$ cat src/rtl/rv_decode_stage_if.sv
// Fetch-to-execute handshake bundle for the decode stage: input side, output
// control bundle and the redirect flush.
interface rv_decode_stage_if #(
  parameter int REG_AW = 5,
  parameter int XLEN   = 32
);
  logic              flush;
  logic              in_valid;
  logic              in_ready;
  logic [31:0]       in_inst;
  logic [XLEN-1:0]   in_pc;
  logic              out_valid;
  logic              out_ready;
  logic [XLEN-1:0]   out_pc;
  logic [REG_AW-1:0] out_rd;
  logic [REG_AW-1:0] out_rs1;
  logic [REG_AW-1:0] out_rs2;
  logic [31:0]       out_imm;
  logic [3:0]        out_alu_op;
  logic [2:0]        out_lsu_op;
  logic [2:0]        out_br_op;
  logic              out_reg_write;
  logic              out_mem_read;
  logic              out_mem_write;
  logic              out_branch;
  logic              out_jal;
  logic              out_jalr;
  logic              out_alu_src;
  logic              out_pc_src;
  logic              out_illegal;

  modport master (
    output flush, in_valid, in_inst, in_pc, out_ready,
    input  in_ready, out_valid, out_pc, out_rd, out_rs1, out_rs2, out_imm,
           out_alu_op, out_lsu_op, out_br_op, out_reg_write, out_mem_read,
           out_mem_write, out_branch, out_jal, out_jalr, out_alu_src,
           out_pc_src, out_illegal
  );

  modport slave (
    input  flush, in_valid, in_inst, in_pc, out_ready,
    output in_ready, out_valid, out_pc, out_rd, out_rs1, out_rs2, out_imm,
           out_alu_op, out_lsu_op, out_br_op, out_reg_write, out_mem_read,
           out_mem_write, out_branch, out_jal, out_jalr, out_alu_src,
           out_pc_src, out_illegal
  );
endinterface

$ cat src/rtl/rv_decode_stage.sv
// Registered RV32I/RV32E decode stage: combinational decode of the incoming
// word, pushed into a small FIFO whose head drives the execute-side bundle.
module rv_decode_stage #(
  parameter int REG_AW = 5,
  parameter int DEPTH  = 2,
  parameter int XLEN   = 32
) (
  input  logic         clk,
  input  logic         rst,
  rv_decode_stage_if.slave bus
);
  localparam int PW = (DEPTH > 1) ? $clog2(DEPTH) : 1;
  localparam int CW = $clog2(DEPTH + 1);

  localparam logic [3:0] ALU_ADD  = 4'd0;
  localparam logic [3:0] ALU_SUB  = 4'd1;
  localparam logic [3:0] ALU_SLL  = 4'd2;
  localparam logic [3:0] ALU_SLT  = 4'd3;
  localparam logic [3:0] ALU_SLTU = 4'd4;
  localparam logic [3:0] ALU_XOR  = 4'd5;
  localparam logic [3:0] ALU_SRL  = 4'd6;
  localparam logic [3:0] ALU_SRA  = 4'd7;
  localparam logic [3:0] ALU_OR   = 4'd8;
  localparam logic [3:0] ALU_AND  = 4'd9;
  localparam logic [2:0] LSU_NONE = 3'b111;

  localparam logic [6:0] OP_LUI    = 7'b0110111;
  localparam logic [6:0] OP_AUIPC  = 7'b0010111;
  localparam logic [6:0] OP_JAL    = 7'b1101111;
  localparam logic [6:0] OP_JALR   = 7'b1100111;
  localparam logic [6:0] OP_BRANCH = 7'b1100011;
  localparam logic [6:0] OP_LOAD   = 7'b0000011;
  localparam logic [6:0] OP_STORE  = 7'b0100011;
  localparam logic [6:0] OP_IMM    = 7'b0010011;
  localparam logic [6:0] OP_REG    = 7'b0110011;
  localparam logic [6:0] OP_MISC   = 7'b0001111;
  localparam logic [6:0] OP_SYSTEM = 7'b1110011;
  localparam logic [6:0] F7_ALT    = 7'b0100000;

  typedef struct packed {
    logic [XLEN-1:0]   pc;
    logic [REG_AW-1:0] rd;
    logic [REG_AW-1:0] rs1;
    logic [REG_AW-1:0] rs2;
    logic [31:0]       imm;
    logic [3:0]        alu_op;
    logic [2:0]        lsu_op;
    logic [2:0]        br_op;
    logic              reg_write;
    logic              mem_read;
    logic              mem_write;
    logic              branch;
    logic              jal;
    logic              jalr;
    logic              alu_src;
    logic              pc_src;
    logic              illegal;
  } entry_t;

  function automatic logic [3:0] f3_alu(input logic [2:0] f3);
    case (f3)
      3'b000:  f3_alu = ALU_ADD;
      3'b001:  f3_alu = ALU_SLL;
      3'b010:  f3_alu = ALU_SLT;
      3'b011:  f3_alu = ALU_SLTU;
      3'b100:  f3_alu = ALU_XOR;
      3'b101:  f3_alu = ALU_SRL;
      3'b110:  f3_alu = ALU_OR;
      default: f3_alu = ALU_AND;
    endcase
  endfunction

  function automatic logic [PW-1:0] ptr_inc(input logic [PW-1:0] p);
    ptr_inc = (p == PW'(DEPTH - 1)) ? '0 : p + 1'b1;
  endfunction

  logic [31:0] inst;
  logic [6:0]  opcode;
  logic [2:0]  f3;
  logic [6:0]  f7;
  logic [31:0] imm_i, imm_s, imm_b, imm_u, imm_j, imm_sh;

  assign inst   = bus.in_inst;
  assign opcode = inst[6:0];
  assign f3     = inst[14:12];
  assign f7     = inst[31:25];
  assign imm_i  = {{20{inst[31]}}, inst[31:20]};
  assign imm_s  = {{20{inst[31]}}, inst[31:25], inst[11:7]};
  assign imm_b  = {{19{inst[31]}}, inst[31], inst[7], inst[30:25], inst[11:8], 1'b0};
  assign imm_u  = {inst[31:12], 12'b0};
  assign imm_j  = {{11{inst[31]}}, inst[31], inst[19:12], inst[20], inst[30:21], 1'b0};
  assign imm_sh = {27'b0, inst[24:20]};

  entry_t dec_next;
  logic   illegal_next;
  logic   use_rd, use_rs1, use_rs2;

  always_comb begin
    dec_next        = '0;
    dec_next.alu_op = ALU_ADD;
    dec_next.lsu_op = LSU_NONE;
    dec_next.pc     = bus.in_pc;
    dec_next.rd     = inst[7 +: REG_AW];
    dec_next.rs1    = inst[15 +: REG_AW];
    dec_next.rs2    = inst[20 +: REG_AW];
    illegal_next    = 1'b0;
    use_rd          = 1'b0;
    use_rs1         = 1'b0;
    use_rs2         = 1'b0;
    case (opcode)
      OP_REG: begin
        use_rd = 1'b1; use_rs1 = 1'b1; use_rs2 = 1'b1;
        dec_next.reg_write = 1'b1;
        dec_next.alu_op    = f3_alu(f3);
        if ((f3 == 3'b000 || f3 == 3'b101) && f7 == F7_ALT)
          dec_next.alu_op = (f3 == 3'b000) ? ALU_SUB : ALU_SRA;
        else if (f7 != 7'b0)
          illegal_next = 1'b1;
      end
      OP_IMM: begin
        use_rd = 1'b1; use_rs1 = 1'b1;
        dec_next.reg_write = 1'b1;
        dec_next.alu_src   = 1'b1;
        dec_next.alu_op    = f3_alu(f3);
        dec_next.imm       = imm_i;
        if (f3 == 3'b001) begin
          dec_next.imm = imm_sh;
          if (f7 != 7'b0) illegal_next = 1'b1;
        end else if (f3 == 3'b101) begin
          dec_next.imm = imm_sh;
          if (f7 == F7_ALT) dec_next.alu_op = ALU_SRA;
          else if (f7 != 7'b0) illegal_next = 1'b1;
        end
      end
      OP_LOAD: begin
        use_rd = 1'b1; use_rs1 = 1'b1;
        dec_next.alu_src   = 1'b1;
        dec_next.mem_read  = 1'b1;
        dec_next.reg_write = 1'b1;
        dec_next.imm       = imm_i;
        dec_next.lsu_op    = f3;
        if (f3 == 3'b011 || f3 == 3'b110 || f3 == 3'b111) illegal_next = 1'b1;
      end
      OP_STORE: begin
        use_rs1 = 1'b1; use_rs2 = 1'b1;
        dec_next.alu_src   = 1'b1;
        dec_next.mem_write = 1'b1;
        dec_next.imm       = imm_s;
        dec_next.lsu_op    = f3;
        if (f3 > 3'b010) illegal_next = 1'b1;
      end
      OP_BRANCH: begin
        use_rs1 = 1'b1; use_rs2 = 1'b1;
        dec_next.branch = 1'b1;
        dec_next.br_op  = f3;
        dec_next.alu_op = ALU_SUB;
        dec_next.imm    = imm_b;
        if (f3 == 3'b010 || f3 == 3'b011) illegal_next = 1'b1;
      end
      OP_JAL: begin
        use_rd = 1'b1;
        dec_next.jal       = 1'b1;
        dec_next.reg_write = 1'b1;
        dec_next.pc_src    = 1'b1;
        dec_next.imm       = imm_j;
      end
      OP_JALR: begin
        use_rd = 1'b1; use_rs1 = 1'b1;
        dec_next.jalr      = 1'b1;
        dec_next.reg_write = 1'b1;
        dec_next.alu_src   = 1'b1;
        dec_next.imm       = imm_i;
        if (f3 != 3'b000) illegal_next = 1'b1;
      end
      OP_LUI: begin
        use_rd = 1'b1;
        dec_next.reg_write = 1'b1;
        dec_next.alu_src   = 1'b1;
        dec_next.imm       = imm_u;
        dec_next.rs1       = '0;
      end
      OP_AUIPC: begin
        use_rd = 1'b1;
        dec_next.reg_write = 1'b1;
        dec_next.alu_src   = 1'b1;
        dec_next.pc_src    = 1'b1;
        dec_next.imm       = imm_u;
      end
      OP_MISC:   if (f3 > 3'b001) illegal_next = 1'b1;
      OP_SYSTEM: if (f3 != 3'b000) illegal_next = 1'b1;
      // All valid opcodes end in 2'b11, so compressed words land here too.
      default:   illegal_next = 1'b1;
    endcase
    if (REG_AW < 5) begin
      if ((use_rd && inst[11]) || (use_rs1 && inst[19]) || (use_rs2 && inst[24]))
        illegal_next = 1'b1;
    end
    dec_next.illegal = illegal_next;
    if (illegal_next) begin
      dec_next.reg_write = 1'b0;
      dec_next.mem_read  = 1'b0;
      dec_next.mem_write = 1'b0;
      dec_next.branch    = 1'b0;
      dec_next.jal       = 1'b0;
      dec_next.jalr      = 1'b0;
      dec_next.lsu_op    = LSU_NONE;
    end
  end

  entry_t          mem_reg [DEPTH];
  logic [PW-1:0]   head_reg, tail_reg;
  logic [CW-1:0]   count_reg;
  logic            push, pop;

  // in_ready depends on count only, so out_ready never reaches fetch combinationally.
  assign bus.in_ready  = (count_reg < CW'(DEPTH));
  assign bus.out_valid = (count_reg != '0);
  assign push = bus.in_valid && bus.in_ready && !bus.flush;
  assign pop  = bus.out_valid && bus.out_ready && !bus.flush;

  always_ff @(posedge clk) begin
    if (rst || bus.flush) begin
      count_reg <= '0;
      head_reg  <= '0;
      tail_reg  <= '0;
    end else begin
      if (push) tail_reg <= ptr_inc(tail_reg);
      if (pop)  head_reg <= ptr_inc(head_reg);
      case ({push, pop})
        2'b10:   count_reg <= count_reg + 1'b1;
        2'b01:   count_reg <= count_reg - 1'b1;
        default: count_reg <= count_reg;
      endcase
    end
  end

  always_ff @(posedge clk) begin
    for (int i = 0; i < DEPTH; i++) begin
      if (rst) begin
        mem_reg[i]        <= '0;
        mem_reg[i].lsu_op <= LSU_NONE;
      end else if (push && tail_reg == PW'(i)) begin
        mem_reg[i] <= dec_next;
      end
    end
  end

  entry_t head;
  assign head = mem_reg[head_reg];

  assign bus.out_pc        = head.pc;
  assign bus.out_rd        = head.rd;
  assign bus.out_rs1       = head.rs1;
  assign bus.out_rs2       = head.rs2;
  assign bus.out_imm       = head.imm;
  assign bus.out_alu_op    = head.alu_op;
  assign bus.out_lsu_op    = head.lsu_op;
  assign bus.out_br_op     = head.br_op;
  assign bus.out_reg_write = head.reg_write;
  assign bus.out_mem_read  = head.mem_read;
  assign bus.out_mem_write = head.mem_write;
  assign bus.out_branch    = head.branch;
  assign bus.out_jal       = head.jal;
  assign bus.out_jalr      = head.jalr;
  assign bus.out_alu_src   = head.alu_src;
  assign bus.out_pc_src    = head.pc_src;
  assign bus.out_illegal   = head.illegal;
endmodule

$ cat src/flat_wrapper.sv
// flat-port wrapper written by rule: the top's interface ports become plain ports
module rv_decode_stage_flat 
#(
  parameter int REG_AW = 5,
  parameter int DEPTH  = 2,
  parameter int XLEN   = 32
)
  (clk, rst, bus_flush, bus_in_valid, bus_in_inst, bus_in_pc, bus_out_ready, bus_in_ready, bus_out_valid, bus_out_pc, bus_out_rd, bus_out_rs1, bus_out_rs2, bus_out_imm, bus_out_alu_op, bus_out_lsu_op, bus_out_br_op, bus_out_reg_write, bus_out_mem_read, bus_out_mem_write, bus_out_branch, bus_out_jal, bus_out_jalr, bus_out_alu_src, bus_out_pc_src, bus_out_illegal);
  rv_decode_stage_if #(.REG_AW(REG_AW), .XLEN(XLEN)) bus_i ();
  input  logic clk;
  input  logic rst;
  input wire logic [$bits(bus_i.flush)-1:0] bus_flush;
  input wire logic [$bits(bus_i.in_valid)-1:0] bus_in_valid;
  input wire logic [$bits(bus_i.in_inst)-1:0] bus_in_inst;
  input wire logic [$bits(bus_i.in_pc)-1:0] bus_in_pc;
  input wire logic [$bits(bus_i.out_ready)-1:0] bus_out_ready;
  output wire logic [$bits(bus_i.in_ready)-1:0] bus_in_ready;
  output wire logic [$bits(bus_i.out_valid)-1:0] bus_out_valid;
  output wire logic [$bits(bus_i.out_pc)-1:0] bus_out_pc;
  output wire logic [$bits(bus_i.out_rd)-1:0] bus_out_rd;
  output wire logic [$bits(bus_i.out_rs1)-1:0] bus_out_rs1;
  output wire logic [$bits(bus_i.out_rs2)-1:0] bus_out_rs2;
  output wire logic [$bits(bus_i.out_imm)-1:0] bus_out_imm;
  output wire logic [$bits(bus_i.out_alu_op)-1:0] bus_out_alu_op;
  output wire logic [$bits(bus_i.out_lsu_op)-1:0] bus_out_lsu_op;
  output wire logic [$bits(bus_i.out_br_op)-1:0] bus_out_br_op;
  output wire logic [$bits(bus_i.out_reg_write)-1:0] bus_out_reg_write;
  output wire logic [$bits(bus_i.out_mem_read)-1:0] bus_out_mem_read;
  output wire logic [$bits(bus_i.out_mem_write)-1:0] bus_out_mem_write;
  output wire logic [$bits(bus_i.out_branch)-1:0] bus_out_branch;
  output wire logic [$bits(bus_i.out_jal)-1:0] bus_out_jal;
  output wire logic [$bits(bus_i.out_jalr)-1:0] bus_out_jalr;
  output wire logic [$bits(bus_i.out_alu_src)-1:0] bus_out_alu_src;
  output wire logic [$bits(bus_i.out_pc_src)-1:0] bus_out_pc_src;
  output wire logic [$bits(bus_i.out_illegal)-1:0] bus_out_illegal;
  assign bus_i.flush = bus_flush;
  assign bus_i.in_valid = bus_in_valid;
  assign bus_i.in_inst = bus_in_inst;
  assign bus_i.in_pc = bus_in_pc;
  assign bus_i.out_ready = bus_out_ready;
  assign bus_in_ready = bus_i.in_ready;
  assign bus_out_valid = bus_i.out_valid;
  assign bus_out_pc = bus_i.out_pc;
  assign bus_out_rd = bus_i.out_rd;
  assign bus_out_rs1 = bus_i.out_rs1;
  assign bus_out_rs2 = bus_i.out_rs2;
  assign bus_out_imm = bus_i.out_imm;
  assign bus_out_alu_op = bus_i.out_alu_op;
  assign bus_out_lsu_op = bus_i.out_lsu_op;
  assign bus_out_br_op = bus_i.out_br_op;
  assign bus_out_reg_write = bus_i.out_reg_write;
  assign bus_out_mem_read = bus_i.out_mem_read;
  assign bus_out_mem_write = bus_i.out_mem_write;
  assign bus_out_branch = bus_i.out_branch;
  assign bus_out_jal = bus_i.out_jal;
  assign bus_out_jalr = bus_i.out_jalr;
  assign bus_out_alu_src = bus_i.out_alu_src;
  assign bus_out_pc_src = bus_i.out_pc_src;
  assign bus_out_illegal = bus_i.out_illegal;
  rv_decode_stage #(.REG_AW(REG_AW), .DEPTH(DEPTH), .XLEN(XLEN)) u_core (.clk(clk), .rst(rst), .bus(bus_i));
endmodule
$ cat config.mk
export PLATFORM = sky130hd
export DESIGN_NAME = rv_decode_stage_flat
export DESIGN_NICKNAME = d
export VERILOG_FILES = /design/src/rtl/rv_decode_stage_if.sv /design/src/rtl/rv_decode_stage.sv /design/src/flat_wrapper.sv
export SDC_FILE = /design/constraint.sdc
export NUM_CORES = 1
export LEC_CHECK = 0
export BUFFER_PORTS_ARGS = -buffer_cell sky130_fd_sc_hd__buf_2
export CORE_MARGIN = 4
export CORE_UTILIZATION = 40
export CTS_CLUSTER_DIAMETER = 50
export DETAILED_ROUTE_END_ITERATION = 16
export GPL_ROUTABILITY_DRIVEN = 0
export PLACE_DENSITY = 0.71
export SETUP_SLACK_MARGIN = 0.1
export SLEW_MARGIN = 0
export SYNTH_ARGS = -nofsm -noshare
export SYNTH_HDL_FRONTEND = slang
export SYNTH_SLANG_ARGS = --single-unit
$ cat constraint.sdc
create_clock -name clk -period 5.8 [get_ports clk]
set_input_delay 0.87 -clock clk [delete_from_list [all_inputs] [get_ports clk]]
set_output_delay 0.87 -clock clk [all_outputs]
set_load 0.05 [all_outputs]
==> results of run 1 <==
==> synthesized netlist by cell type (3+ instances only) <==
| cell | instances |
|---|---|
| sky130_fd_sc_hd__edfxtp_1 | 196 |
| sky130_fd_sc_hd__mux2_2 | 98 |
| sky130_fd_sc_hd__nor2b_1 | 4 |
| sky130_fd_sc_hd__inv_1 | 5 |
| sky130_fd_sc_hd__a22oi_1 | 6 |
| sky130_fd_sc_hd__a21o_1 | 3 |
| sky130_fd_sc_hd__dfxtp_1 | 5 |
| sky130_fd_sc_hd__or2_2 | 3 |
| sky130_fd_sc_hd__o21ai_0 | 6 |
| sky130_fd_sc_hd__and2_1 | 105 |
| sky130_fd_sc_hd__and3_1 | 7 |
| sky130_fd_sc_hd__and3b_1 | 3 |
| sky130_fd_sc_hd__xnor2_1 | 4 |
| sky130_fd_sc_hd__nor3_1 | 17 |
| sky130_fd_sc_hd__nand3_1 | 7 |
| sky130_fd_sc_hd__clkbuf_8 | 6 |
| sky130_fd_sc_hd__nor2_1 | 72 |
| sky130_fd_sc_hd__nand2_1 | 23 |
| sky130_fd_sc_hd__nor4_1 | 8 |
| sky130_fd_sc_hd__clkbuf_1 | 29 |
| sky130_fd_sc_hd__nand2b_1 | 3 |
| sky130_fd_sc_hd__a21oi_1 | 37 |
| sky130_fd_sc_hd__xor2_1 | 3 |
| sky130_fd_sc_hd__buf_2 | 5 |
==> power breakdown <==
| part | switching (W) | leakage, nW | internal [W] |
|---|---|---|---|
| registers | 0.0000187 | 2.09 | 0.00167 |
| clock network | 0.000603 | 0.403 | 0.000934 |
| logic | 0.000298 | 1.85 | 0.000104 |
==> placed cells by master, fill, tap and decap left out, types with 2 or more instances in the layout <==
master	synthesis	routed
sky130_fd_sc_hd__a2111o_1	2	2
sky130_fd_sc_hd__a21o_1	3	3
sky130_fd_sc_hd__a21oi_1	37	37
sky130_fd_sc_hd__a22oi_1	6	6
sky130_fd_sc_hd__and2_1	105	105
sky130_fd_sc_hd__and2_2	2	2
sky130_fd_sc_hd__and3_1	7	7
sky130_fd_sc_hd__and3b_1	3	3
sky130_fd_sc_hd__buf_2	5	168
sky130_fd_sc_hd__buf_4	0	7
sky130_fd_sc_hd__clkbuf_1	29	7
sky130_fd_sc_hd__clkbuf_16	0	27
sky130_fd_sc_hd__clkbuf_8	6	2
sky130_fd_sc_hd__clkinv_2	0	2
sky130_fd_sc_hd__clkinvlp_4	0	3
sky130_fd_sc_hd__dfxtp_1	5	4
sky130_fd_sc_hd__edfxtp_1	196	196
sky130_fd_sc_hd__inv_1	5	3
sky130_fd_sc_hd__inv_4	0	2
sky130_fd_sc_hd__inv_6	0	3
sky130_fd_sc_hd__mux2_2	98	98
sky130_fd_sc_hd__nand2_1	23	23
sky130_fd_sc_hd__nand2b_1	3	2
sky130_fd_sc_hd__nand3_1	7	7
sky130_fd_sc_hd__nand4_1	2	2
sky130_fd_sc_hd__nor2_1	72	71
sky130_fd_sc_hd__nor2b_1	4	4
sky130_fd_sc_hd__nor3_1	17	15
sky130_fd_sc_hd__nor3_2	0	2
sky130_fd_sc_hd__nor4_1	8	8
sky130_fd_sc_hd__o2111ai_1	2	2
sky130_fd_sc_hd__o21ai_0	6	6
sky130_fd_sc_hd__o31a_1	2	2
sky130_fd_sc_hd__or2_2	3	3
sky130_fd_sc_hd__xnor2_1	4	4
sky130_fd_sc_hd__xor2_1	3	3
==> stage by stage <==
stage	instances	power, W
after floorplan	696	0.00201
after global placement	1141	0.00211
after detailed placement	1141	0.00212
after CTS	1189	0.00366
after global routing	1189	0.00376
final	1189	0.00362
==> worst paths after layout <==
| check | slack, ns | to |
|---|---|---|
| setup / recovery | 2.26 | bus_out_imm[20] |
| hold / removal | 0.56 | u_core.head_reg |
| setup reg to reg | 3.17 | u_core.mem_reg[0][51] |
| hold reg to reg | 0.56 | u_core.head_reg |
==> per-layer routing <==
| metal | vias up | GRT usage, % |
|---|---|---|
| li1 | 2870 | - |
| met1 | 3018 | 23.1 |
| met2 | 235 | 25.6 |
| met3 | 25 | 3.55 |
| met4 | 0 | 3.88 |
| met5 | - | 0 |
==> layout make-up <==
cell class	count	area, um2	share of cell area (%)
Timing Repair Buffer	175	893	7.92
Clock inverter	12	113	0.998
Tap cell	313	392	3.47
Sequential cell	201	5990	53.1
Inverter	5	23.8	0.211
Multi-Input combinational cell	447	3140	27.8
Clock buffer	36	729	6.47
==> cells by family (layout without fill, tap and decap cells) <==
group	count (synthesis)	in the layout	synth area share (%)
simple gates	270	270	15.8
flops	201	201	63.9
mux	99	99	11.9
compound gates	70	70	4.83
buf+inv	48	228	2.71
xor+xnor	7	7	0.655
fa+ha+maj	1	1	0.134
==> worst register-to-register path, stage by stage (launching register included) <==
cell                      delay [ns]
sky130_fd_sc_hd__dfxtp_1        0.35
sky130_fd_sc_hd__nor3b_2        0.35
sky130_fd_sc_hd__nor2b_1        0.25
sky130_fd_sc_hd__nor2_1         0.13
sky130_fd_sc_hd__inv_4          0.64
sky130_fd_sc_hd__buf_4          0.55
==> results.cfg, run 1 <==
[outcome]
status = finished, final reports clean

[cells_and_area]
fin_area_mm2 = 0.0113
num_antenna_cells = 0
largest_register_ff_count = 196
final_layout_size_suffix_gt1_share_pct = 38.2
area_growth_syn_to_layout_pct = 20.5
final_core_utilization_pct = 49.4
filler_cell_count_in_the_final_layout = 2037
nNetsFinal = 927

[worst_setup_path]
setup.worst_path.class = register to primary output
critical_path.reg2reg.startpoint = u_core.count_reg[1]
data_required_critical_path_ns = 4.93
crit_path_cell_chain = buf_4 -> mux2_2 -> buf_2
cpMaxStageDelayCell = sky130_fd_sc_hd__dfxtp_4
critPathArrivalTime_ns = 2.67
timing.critical_path.fanout_max = 67
r2r_cells = 5
critical_path.startpoint_type = register
cp.buffers_inverters = 2
cpPeakStageDelay_ns = 0.96
critical_path_cell_count = 3
critPathCaptureType = primary output
critical_path.top_delay_family = flip-flops

[synthesis]
mappedNetlistNets = 766
synth_top_cell_area_share_pct = 62.9
synth-main-ff-cell = sky130_fd_sc_hd__edfxtp_1
yosysWarningCount = 0
ys_seq_area_share_pct = 63.9
synth-async-reset-ratio_pct = 0
number_of_standard_cells_after_synthesis = 696
netlist_top_cells_area = sky130_fd_sc_hd__edfxtp_1, sky130_fd_sc_hd__mux2_2, sky130_fd_sc_hd__and2_1
syn-cell-area_mm2 = 0.00936
synth_enable_flop_cells = 196
yosysUniqueCellTypes = 59
netlist.top_cell.by_area = sky130_fd_sc_hd__edfxtp_1
ys_seq_elements = 201
syn_avg_cell_area_um2 = 13.4

[die]
die_area_mm2 = 0.0259
initial_utilization_pct = 41.0
num_rows = 55
die_height_um = 161
ioPinCount = 169
core_region_area_mm2 = 0.0228
die_x_extent_um = 161

[worst_hold_path]
hold_path_startpoint = u_core.head_reg
hold_path_class = register to register
whs_path_depth = 2

[placement]
place_area_mm2 = 0.0104
dp.final_hpwl_mm = 13.5
port_buffers = 168
dpl_worst_slack_ns = 2.43

[clocking]
cts_inserted_buffers = 27
tritoncts = built
post_cts_hold_buffer_count = 0
cts_root_buffer = sky130_fd_sc_hd__clkbuf_16
postCtsSetupRepairBufs = 0
insertion_delay_ns = 0.51
clk_path_buf_depth = 3
post_cts_resize_count = 0
path_clk_slew_ns = 0.06
cts.sink_count = 201
cts-htree-levels = 1

[sta]
maxSlewViolCount = 0
timing.final.ws_setup_ns = 2.26
final_period_minus_worst_setup_slack_ns = 3.54
finalHoldWorstSlack_ns = 0.556
max_fclk_mhz = 282
setup_viol = 0
setup_total_negative_slack_ns = 0
worst_slew_margin_rel_pct = 26.8
unrepaired_setup_endpoints_after_global_routing = no
final_min_period_over_clock_period_pct = 61.1
transition_at_the_pin_with_the_smallest_max_transition_slack_ns = 1.09
worst_clock_skew_ns = 0.00878
finalHoldViolCount = 0

[route]
detail_route.first_pass.iterations = 5
dr_total_vias = 6148
initialDrtViolationCount = 565
met3_length_mm = 1.49
antenna_left = 0
detailroute.wirelength.met2_mm = 10.2
topRoutingLayerUsed = met4
wire_per_inst_um = 18.1
routed_wire_length_mm = 21.5
route.detailed.drc = 0
vias_per_cell = 5.17
met1Wirelength_mm = 9.53

[flow_run]
drv.max_cap_violation_count = 0

[global_routing]
grt-ovfl-total = 0
grt_pass1_vias = 6183
antenna_found_initial = 0
wire_length_of_the_first_global_routing_pass_mm = 34.0
global_route.usage.total_pct = 16.2
largest_net_degree_at_the_start_of_global_routing = 68

[power]
ir_drop_mv = 0.154
power_per_cell_area_mw_per_mm2 = 321
p_leak_nw = 4.34
No activity file was read; power rests on OpenSTA's default activity.
==> inputs of run 2 (changes only) <==
ABC_AREA = 1   (was not set)
PLACE_DENSITY = 0.74   (was 0.71)
clock period = 3 ns   (was 5.8 ns; I/O delays follow)
==> run 2 against run 1 <==
Global-route usage is 0.57 points higher; worst setup slack worse by 1.8 ns; final cell count is 10% higher; non-clock buffer count is 3 higher; critical path depth stayed put; critical endpoint is now bus_out_pc[29].
==> results.cfg, run 2 <==
[sta]
maxSlewViolCount = 0
unrepaired_setup_endpoints_after_global_routing = no
finalHoldWorstSlack_ns = 0.253
final_min_period_over_clock_period_pct = 86.1
finalHoldViolCount = 0
setup_total_negative_slack_ns = 0
worst_slew_margin_rel_pct = 26.2
final_period_minus_worst_setup_slack_ns = 2.58
transition_at_the_pin_with_the_smallest_max_transition_slack_ns = 1.11
timing.final.ws_setup_ns = 0.417
max_fclk_mhz = 387
worst_clock_skew_ns = 0.0126
setup_viol = 0

[worst_setup_path]
cpMaxStageDelayCell = sky130_fd_sc_hd__dfxtp_4
critical_path.top_delay_family = flip-flops
crit_path_cell_chain = buf_4 -> mux2_2 -> buf_2
critical_path_cell_count = 3
timing.critical_path.fanout_max = 28
critical_path.startpoint_type = register
critPathCaptureType = primary output
cpPeakStageDelay_ns = 0.63
critPathArrivalTime_ns = 2.13
setup.worst_path.class = register to primary output
r2r_cells = 8
cp.buffers_inverters = 2
data_required_critical_path_ns = 2.55

[die]
die_x_extent_um = 161
core_region_area_mm2 = 0.0228
ioPinCount = 169
initial_utilization_pct = 40.9
num_rows = 55
die_height_um = 161
die_area_mm2 = 0.0258

[synthesis]
synth-async-reset-ratio_pct = 0
yosysUniqueCellTypes = 33
ys_seq_elements = 201
netlist_top_cells_area = sky130_fd_sc_hd__edfxtp_1, sky130_fd_sc_hd__mux2_2, sky130_fd_sc_hd__nor2_1
netlist.top_cell.by_area = sky130_fd_sc_hd__edfxtp_1
syn-cell-area_mm2 = 0.00932
mappedNetlistNets = 877
ys_seq_area_share_pct = 64.2
synth_most_common_cell = sky130_fd_sc_hd__nor2_1
synth-main-ff-cell = sky130_fd_sc_hd__edfxtp_1
post_synth_most_frequent_cells = sky130_fd_sc_hd__nor2_1, sky130_fd_sc_hd__edfxtp_1, sky130_fd_sc_hd__mux2_2
synth_top_cell_area_share_pct = 63.1
number_of_standard_cells_after_synthesis = 807
yosysWarningCount = 0
synth_enable_flop_cells = 196
syn_avg_cell_area_um2 = 11.6

[power]
netSwitchingFraction_pct = 26.0
power_per_cell_area_mw_per_mm2 = 602
net-switching-power_w = 0.00178
combinationalPowerShare_pct = 11.3
p_leak_nw = 4.93
share_seq_of_total_power_pct = 47.5
power.clock.fraction_pct = 41.1
internal_power_consumption_w = 0.00505
ir_drop_mv = 0.357

[route]
dr_total_vias = 6515
antenna_left = 0
detail_route.first_pass.iterations = 5
route.detailed.drc = 0
routed_wire_length_mm = 22.5
vias_per_cell = 4.98
wire_per_inst_um = 17.2
initialDrtViolationCount = 422

[cells_and_area]
final_layout_size_suffix_gt1_share_pct = 36.2
num_antenna_cells = 0
mostFrequentLayoutCells = sky130_fd_sc_hd__nor2_1, sky130_fd_sc_hd__edfxtp_1, sky130_fd_sc_hd__buf_2
largest_register_ff_count = 196
post_layout_nonfiller_instances = 1308
layout_commonest_cell = sky130_fd_sc_hd__nor2_1
area_growth_syn_to_layout_pct = 21.5
nNetsFinal = 1046
filler_cell_count_in_the_final_layout = 2028
fin_area_mm2 = 0.0113

[clocking]
postCtsSetupRepairBufs = 0
cts.sink_count = 201
cts-htree-levels = 1
cts_root_buffer = sky130_fd_sc_hd__clkbuf_16
post_cts_resize_count = 0
cts_inserted_buffers = 25
insertion_delay_ns = 0.51
tritoncts = built
post_cts_hold_buffer_count = 0
path_clk_slew_ns = 0.06
clk_path_buf_depth = 3

[global_routing]
wire_length_of_the_first_global_routing_pass_mm = 34.7
antenna_found_initial = 0
grt-ovfl-total = 0
grt_pass1_vias = 6353
global_route.usage.total_pct = 16.8
largest_net_degree_at_the_start_of_global_routing = 100

[worst_hold_path]
hold_path_class = input pin to register
whs_path_depth = 3

[placement]
place_area_mm2 = 0.0106
post_place_cells = 1262
port_buffers = 168
dp.final_hpwl_mm = 14.9
dpl_worst_slack_ns = 0.529

[outcome]
status = finished, final reports clean

[flow_run]
drv.max_cap_violation_count = 0
## run 2: worst paths after layout
kind | from | end | slack [ns]
worst min-delay path | bus_in_pc[6] | u_core.mem_reg[1][72] | 0.25
worst max register to register | u_core.count_reg[1] | u_core.mem_reg[0][68] | 0.77
worst max-delay path | register | bus_out_pc[29] | 0.42
worst min register to register | u_core.head_reg | register | 0.46
## run 2: tightest hold or removal path, delay by kind of cell
kind / cells / cell delay (ns)
buf+inv: 2 / 0.12
simple gates: 1 / 0.09
## run 2: layout make-up
cell class,count,area (um2),area share [%]
Multi-Input combinational cell,481,2860,25.2
Inverter,89,335,2.96
Sequential cell,201,5990,52.9
Clock inverter,15,131,1.16
Tap cell,313,392,3.46
Timing Repair Buffer,178,978,8.64
Clock buffer,31,648,5.72
## run 2: metal layers
metal,vias to the layer above,global-route usage [%],wire (um)
met5,-,0,0
met3,35,3.31,1680
met4,0,4.03,457
met2,263,27.2,10600
li1,3080,-,-
met1,3137,23.4,9770
## run 2: logic make-up after synthesis
logic type	synth area share, %
muxes	11.8
buffers and inverters	5.34
DFF	64.2
adders and majority gates	0.134
and+or+nand+nor	16.7
AOI/OAI and AO/OA	1.77
## run 2: power by group through the flow
stage               logic, W  registers, W  clock network, W
finish              0.000772       0.00324           0.00281
global route        0.000821       0.00325           0.00299
CTS                 0.000780       0.00324           0.00288
detailed placement  0.000777       0.00330                 0
global placement    0.000772       0.00329                 0
floorplan           0.000546       0.00329                 0
## run 2: per-stage QoR
stage	power, W	utilization (%)
4_1_cts	0.00690	49.7
3_3_place_gp	0.00406	46.3
6_report	0.00682	49.7
2_1_floorplan	0.00384	-
3_5_place_dp	0.00408	46.3
5_1_grt	0.00707	49.7
